File: config.mk
export PLATFORM = sky130hd
export DESIGN_NAME = sum_bcd_display
export DESIGN_NICKNAME = d
export VERILOG_FILES = /design/src/rtl/sum_display_pkg.sv /design/src/rtl/seg7_decode.sv /design/src/rtl/sum_bcd_display.sv
export SDC_FILE = /design/constraint.sdc
export NUM_CORES = 1
export LEC_CHECK = 0
export CAP_MARGIN = 20
export CORE_MARGIN = 5
export CORE_UTILIZATION = 45
export CTS_BUF_LIST = sky130_fd_sc_hd__clkbuf_8
export DETAILED_ROUTE_END_ITERATION = 10
export GPL_TIMING_DRIVEN = 0
export PLACE_DENSITY = 0.66
export SYNTH_ARGS = -nofsm -noshare
export SYNTH_HDL_FRONTEND = slang
export SYNTH_SLANG_ARGS = --single-unit
export TNS_END_PERCENT = 10
File: constraint.sdc
create_clock -name clk_data -period 3 [get_ports clk_data]
set_input_delay 0.45 -clock clk_data [delete_from_list [all_inputs] [get_ports clk_data]]
set_output_delay 0.45 -clock clk_data [all_outputs]
set_load 0.02 [all_outputs]
File: src/rtl/sum_display_pkg.sv
// Shared widths, FSM state type and segment constants for the sum result/display stage.
// Also holds the double-dabble nibble adjust used by the conversion engine.
package sum_display_pkg;

  localparam int SUM_W      = 16;
  localparam int NUM_DIGITS = 5;
  localparam int BCD_W      = 20;
  localparam int SHIFT_W    = BCD_W + SUM_W;

  typedef enum logic {
    IDLE = 1'b0,
    CONV = 1'b1
  } conv_state_t;

  // Active-low segments, bit order g f e d c b a.
  localparam logic [6:0] SEG_BLANK = 7'b1111111;
  localparam logic [6:0] SEG_ZERO  = 7'b1000000;

  // Add 3 to every BCD nibble that is 5 or more, ahead of the next left shift.
  function automatic logic [BCD_W-1:0] dabble_adjust(input logic [BCD_W-1:0] bcd);
    logic [BCD_W-1:0] r;
    r = bcd;
    for (int i = 0; i < NUM_DIGITS; i++) begin
      if (r[4*i +: 4] >= 4'd5) begin
        r[4*i +: 4] = r[4*i +: 4] + 4'd3;
      end
    end
    return r;
  endfunction

endpackage

File: src/rtl/seg7_decode.sv
// Combinational BCD digit to active-low 7-segment decoder (g f e d c b a).
// Blank input or any non-decimal nibble turns every segment off.
module seg7_decode
  import sum_display_pkg::*;
(
  input  logic [3:0] i_digit,
  input  logic       i_blank,
  output logic [6:0] o_seg_n
);

  always_comb begin
    o_seg_n = SEG_BLANK;
    if (!i_blank) begin
      case (i_digit)
        4'd0:    o_seg_n = SEG_ZERO;
        4'd1:    o_seg_n = 7'b1111001;
        4'd2:    o_seg_n = 7'b0100100;
        4'd3:    o_seg_n = 7'b0110000;
        4'd4:    o_seg_n = 7'b0011001;
        4'd5:    o_seg_n = 7'b0010010;
        4'd6:    o_seg_n = 7'b0000010;
        4'd7:    o_seg_n = 7'b1111000;
        4'd8:    o_seg_n = 7'b0000000;
        4'd9:    o_seg_n = 7'b0010000;
        default: o_seg_n = SEG_BLANK;
      endcase
    end
  end

endmodule

File: src/rtl/sum_bcd_display.sv
// Captures the calculator sum on a rising done edge, converts it to 5 BCD digits
// (one double-dabble bit per cycle) and scans the held result onto a 5-digit display.
module sum_bcd_display
  import sum_display_pkg::*;
#(
  parameter int SCAN_DIV = 1000
) (
  input  logic              clk_data,
  input  logic              rst,
  input  logic              done_in,
  input  logic [SUM_W-1:0]  sum_in,
  output logic              busy,
  output logic              bcd_valid,
  output logic [BCD_W-1:0]  bcd_out,
  output logic [6:0]        seg_n,
  output logic [4:0]        an_n,
  output conv_state_t       dbg_state
);

  localparam int DIV_W = (SCAN_DIV > 1) ? $clog2(SCAN_DIV) : 1;
  localparam logic [DIV_W-1:0] DIV_LAST = DIV_W'(SCAN_DIV - 1);

  // Handshake: a request is the rising edge of done_in; it is accepted only in IDLE.
  // Requests seen while busy are discarded, never queued.
  conv_state_t        r_state;
  conv_state_t        w_state_next;
  logic               r_done_q;
  logic               w_req;
  logic               w_last_bit;
  logic [SHIFT_W-1:0] r_shift;
  logic [SHIFT_W-1:0] w_shift_adj;
  logic [SHIFT_W-1:0] w_shift_next;
  logic [3:0]         r_bit_cnt;
  logic [BCD_W-1:0]   r_bcd_out;
  logic               r_bcd_valid;

  logic [DIV_W-1:0]   r_div_cnt;
  logic [2:0]         r_digit_idx;
  logic [3:0]         w_nibble;
  logic               w_blank;
  logic [6:0]         w_seg_n;
  logic [4:0]         w_an_n;
  logic [6:0]         r_seg_n;
  logic [4:0]         r_an_n;

  assign w_req        = done_in & ~r_done_q;
  assign w_last_bit   = (r_bit_cnt == 4'd15);
  assign w_shift_adj  = {dabble_adjust(r_shift[SHIFT_W-1:SUM_W]), r_shift[SUM_W-1:0]};
  assign w_shift_next = {w_shift_adj[SHIFT_W-2:0], 1'b0};

  // FSM state register
  always_ff @(posedge clk_data) begin
    if (rst) begin
      r_state <= IDLE;
    end else begin
      r_state <= w_state_next;
    end
  end

  // FSM next state
  always_comb begin
    w_state_next = r_state;
    case (r_state)
      IDLE:    if (w_req) w_state_next = CONV;
      CONV:    if (w_last_bit) w_state_next = IDLE;
      default: w_state_next = IDLE;
    endcase
  end

  // FSM outputs
  always_comb begin
    busy      = (r_state == CONV);
    dbg_state = r_state;
  end

  // Conversion datapath
  always_ff @(posedge clk_data) begin
    if (rst) begin
      r_done_q    <= 1'b0;
      r_shift     <= '0;
      r_bit_cnt   <= '0;
      r_bcd_out   <= '0;
      r_bcd_valid <= 1'b0;
    end else begin
      r_done_q    <= done_in;
      r_bcd_valid <= 1'b0;
      if (r_state == IDLE) begin
        if (w_req) begin
          r_shift   <= {{BCD_W{1'b0}}, sum_in};
          r_bit_cnt <= '0;
        end
      end else begin
        r_shift   <= w_shift_next;
        r_bit_cnt <= r_bit_cnt + 4'd1;
        if (w_last_bit) begin
          r_bcd_out   <= w_shift_next[SHIFT_W-1:SUM_W];
          r_bcd_valid <= 1'b1;
        end
      end
    end
  end

  // Scan timing
  always_ff @(posedge clk_data) begin
    if (rst) begin
      r_div_cnt   <= '0;
      r_digit_idx <= '0;
    end else if (r_div_cnt == DIV_LAST) begin
      r_div_cnt   <= '0;
      r_digit_idx <= (r_digit_idx == 3'd4) ? 3'd0 : r_digit_idx + 3'd1;
    end else begin
      r_div_cnt   <= r_div_cnt + 1'b1;
    end
  end

  // Digit mux; a digit blanks when it and every more significant digit are zero.
  always_comb begin
    w_nibble = r_bcd_out[3:0];
    w_blank  = 1'b0;
    case (r_digit_idx)
      3'd1: begin
        w_nibble = r_bcd_out[7:4];
        w_blank  = (r_bcd_out[19:4] == 16'd0);
      end
      3'd2: begin
        w_nibble = r_bcd_out[11:8];
        w_blank  = (r_bcd_out[19:8] == 12'd0);
      end
      3'd3: begin
        w_nibble = r_bcd_out[15:12];
        w_blank  = (r_bcd_out[19:12] == 8'd0);
      end
      3'd4: begin
        w_nibble = r_bcd_out[19:16];
        w_blank  = (r_bcd_out[19:16] == 4'd0);
      end
      default: begin
        w_nibble = r_bcd_out[3:0];
        w_blank  = 1'b0;
      end
    endcase
  end

  assign w_an_n = ~(5'b00001 << r_digit_idx);

  seg7_decode u_decode (
    .i_digit (w_nibble),
    .i_blank (w_blank),
    .o_seg_n (w_seg_n)
  );

  // Enable and segments share one register stage so they always switch together.
  always_ff @(posedge clk_data) begin
    if (rst) begin
      r_an_n  <= 5'b11110;
      r_seg_n <= SEG_ZERO;
    end else begin
      r_an_n  <= w_an_n;
      r_seg_n <= w_seg_n;
    end
  end

  assign bcd_out   = r_bcd_out;
  assign bcd_valid = r_bcd_valid;
  assign seg_n     = r_seg_n;
  assign an_n      = r_an_n;

endmodule
==> flow_summary.json <==
{
  "fin_crit_ns": 2.630,
  "clkSinkCount": 88,
  "setup-violations-final": 0,
  "maxClockFrequency_mhz": 380.2,
  "grt_max_degree": 14,
  "ctsHoldBuffers": 0,
  "drtIter0Drc": 207,
  "fillers": 919,
  "crit_path_end_kind": "register",
  "finalMaxSlewViolations": 0,
  "ant_nets": 0,
  "grt_use_total": 0.1924,
  "synth_most_common_cell": "dfxtp_1",
  "yosysWarnings": 0,
  "synth_edf_count": 0,
  "tightest_slew_ns": 0.6245,
  "relSlewSlack": 0.5837,
  "dieArea_um2": 11580,
  "worstSetupPathType": "reg2reg",
  "drc": 0,
  "grt_setup_unrepaired": "no",
  "cp_slowest_stage_delay_ns": 0.46,
  "crit_slowest_cell": "a221oi_1",
  "met3_length_um": 664,
  "synthTopCellsByArea": "dfxtp_1 (41%), a21oi_1 (9.0%), nand2_1 (6.7%)",
  "finalNetCount": 638,
  "syn_inst": 533,
  "grt_overflow": 0,
  "cp_max_fo": 10,
  "clk_pin_slew_ns": 0.08,
  "num_rows": 35,
  "gp_congestion": 0.9080,
  "area_growth_pct": 21.28,
  "place_hpwl_um": 8042,
  "syn_area_um2": 4287,
  "post_cts_buffers": 0,
  "vias": 3892,
  "top_layer": "met4",
  "place_inst": 715,
  "yosysUniqueCellTypes": 47,
  "htreeDepth": 3,
  "ir_worst_vdd_uv": 285.8,
  "clock_path_buffers": 2,
  "area.sequential_um2": 1762,
  "p_per_area_nw_per_um2": 437.6,
  "critPathArrivalTime_ns": 2.90,
  "yosys.area.top_type": "dfxtp_1",
  "multi_input_comb_area_um2": 2330,
  "wl_um": 10630,
  "die_w_um": 107.6,
  "drive_gt1_frac": 0.05657,
  "io_buffers": 53,
  "ys_seq_elements": 88,
  "cts_tree": "done",
  "fin_skew_ns": 0.008617,
  "ys.flop_type": "dfxtp_1",
  "first_global_vias": 3711,
  "root_buffer": "clkbuf_8",
  "min_path_type": "reg2reg",
  "wl_per_cell_um": 14.56,
  "cts_buffers": 9,
  "antenna_cells": 0,
  "fin_ws_ns": 0.3701,
  "ctsResizeCount": 0,
  "antenna_found_initial": 0,
  "firstDrtPassIters": 4,
  "cp_data_required_time_ns": 3.27,
  "core_um2": 9284,
  "synth_top_area_share": 0.4110,
  "crit_chain": "inv_1, ha_1, clkbuf_1, nand3_1, o21ai_0, a221oi_1, a21o_1, ha_1, nor2_1, nor2_1, a211oi_1",
  "async_reset_ff_frac": 0,
  "synth_nets": 574,
  "synthTopCellsByCount": "dfxtp_1 (88), a21oi_1 (77), nand2_1 (77)",
  "vias_per_cell": 5.332,
  "final_core_util": 0.5600,
  "setup_tns_ns": 0,
  "whs_ns": 0.4380,
  "wl_met1_um": 4698,
  "report.final.hold_viol_count": 0,
  "postSynthAreaPerCell_um2": 8.042,
  "die_h_um": 107.6,
  "synth_seq_area_share": 0.4110,
  "num_io_pins": 54,
  "grt_pass1_wl_um": 17930,
  "status": "completed",
  "maxCapViolations": 0,
  "route.met2.wl_um": 4994,
  "start_kind": "register",
  "period_share": 0.8766,
  "start_util": 0.4617,
  "power_leakage_nw": 1.822,
  "place_worst_setup_slack_ns": 0.4460,
  "clk_latency_ns": 0.36,
  "instances_no_fill": 730
}
[layout make-up]
type                       instances  area share
multi-input combinational        396      0.4481
sequential                        88      0.3389
timing repair buffer              53      0.1020
tap                              129     0.03105
clock buffer                      11     0.02912
buffer                            29     0.02310
inverter                          20     0.01444
clock inverter                     4     0.01324
[state kept, by name (all words and copies together), names as in the netlist]
signal / flops
an_n: 5
r_digit_idx: 3
r_div_cnt: 10
r_bit_cnt: 4
busy: 1
r_shift: 36
bcd_out: 20
r_done_q: 1
bcd_valid: 1
seg_n: 7
[stage by stage]
step,cell area (um2),total power [mW]
6_report,5199,2.275
5_1_grt,5199,2.360
4_1_cts,5199,2.293
3_5_place_dp,4979,1.390
3_3_place_gp,4979,1.386
2_1_floorplan,4287,1.321
[power by group]
part,switching (mW),total [mW],internal (mW)
clock,0.409,0.915,0.506
sequential,0.0125,1.20,1.19
combinational,0.0990,0.162,0.0626
total,0.520,2.28,1.76
[worst max-delay path, delay by kind of cell, from the launching register on]
kind	cells	cell delay, ns
flops	1	0.41
buf+inv	2	0.31
simple gates	3	0.30
fa+ha+maj	2	0.49
compound gates	4	1.02
[per-layer routing]
layer | vias to the layer above | GRT usage
met5 | - | 0
met4 | 0 | 0.07124
met3 | 22 | 0.03179
met2 | 100 | 0.3295
met1 | 1815 | 0.2420
li1 | 1955 | -
[kinds of logic (layout without fill, tap and decap cells)]
logic type      after synthesis  after routing  share of synthesized area
simple gates                218            218                     0.2332
compound gates              125            125                     0.1743
flops                        88             88                     0.4110
buf+inv                      49            117                    0.04553
fa+ha+maj                    22             22                    0.06421
mux                          19             19                    0.04729
xor+xnor                     12             12                    0.02452
[layout by cell type, fill, tap and decap left out, types with 8 or more instances in the layout]
cell and count:
clkbuf_1 22, a21oi_1 77, nand2b_1 10, nor3b_1 8, clkbuf_8 11, mux2i_1 9, nand3_1 14, xnor2_1 9
o21ai_0 19, nand2_1 77, inv_1 21, dfxtp_1 88, clkdlybuf4s50_1 53, mux2_2 10, ha_1 22, nor2_1 72
nor3_1 11
[worst paths after layout]
check / from / end / slack (ns) / depth (start not counted)
setup reg to reg: r_digit_idx[0] / seg_n[1] / 0.37 / 11
setup / recovery: r_digit_idx[0] / seg_n[1] / 0.37 / 11
hold reg to reg: r_div_cnt[0] / r_div_cnt[0] / 0.44 / 1
hold / removal: r_div_cnt[0] / r_div_cnt[0] / 0.44 / 1
Power figures use the tool's default switching activity.
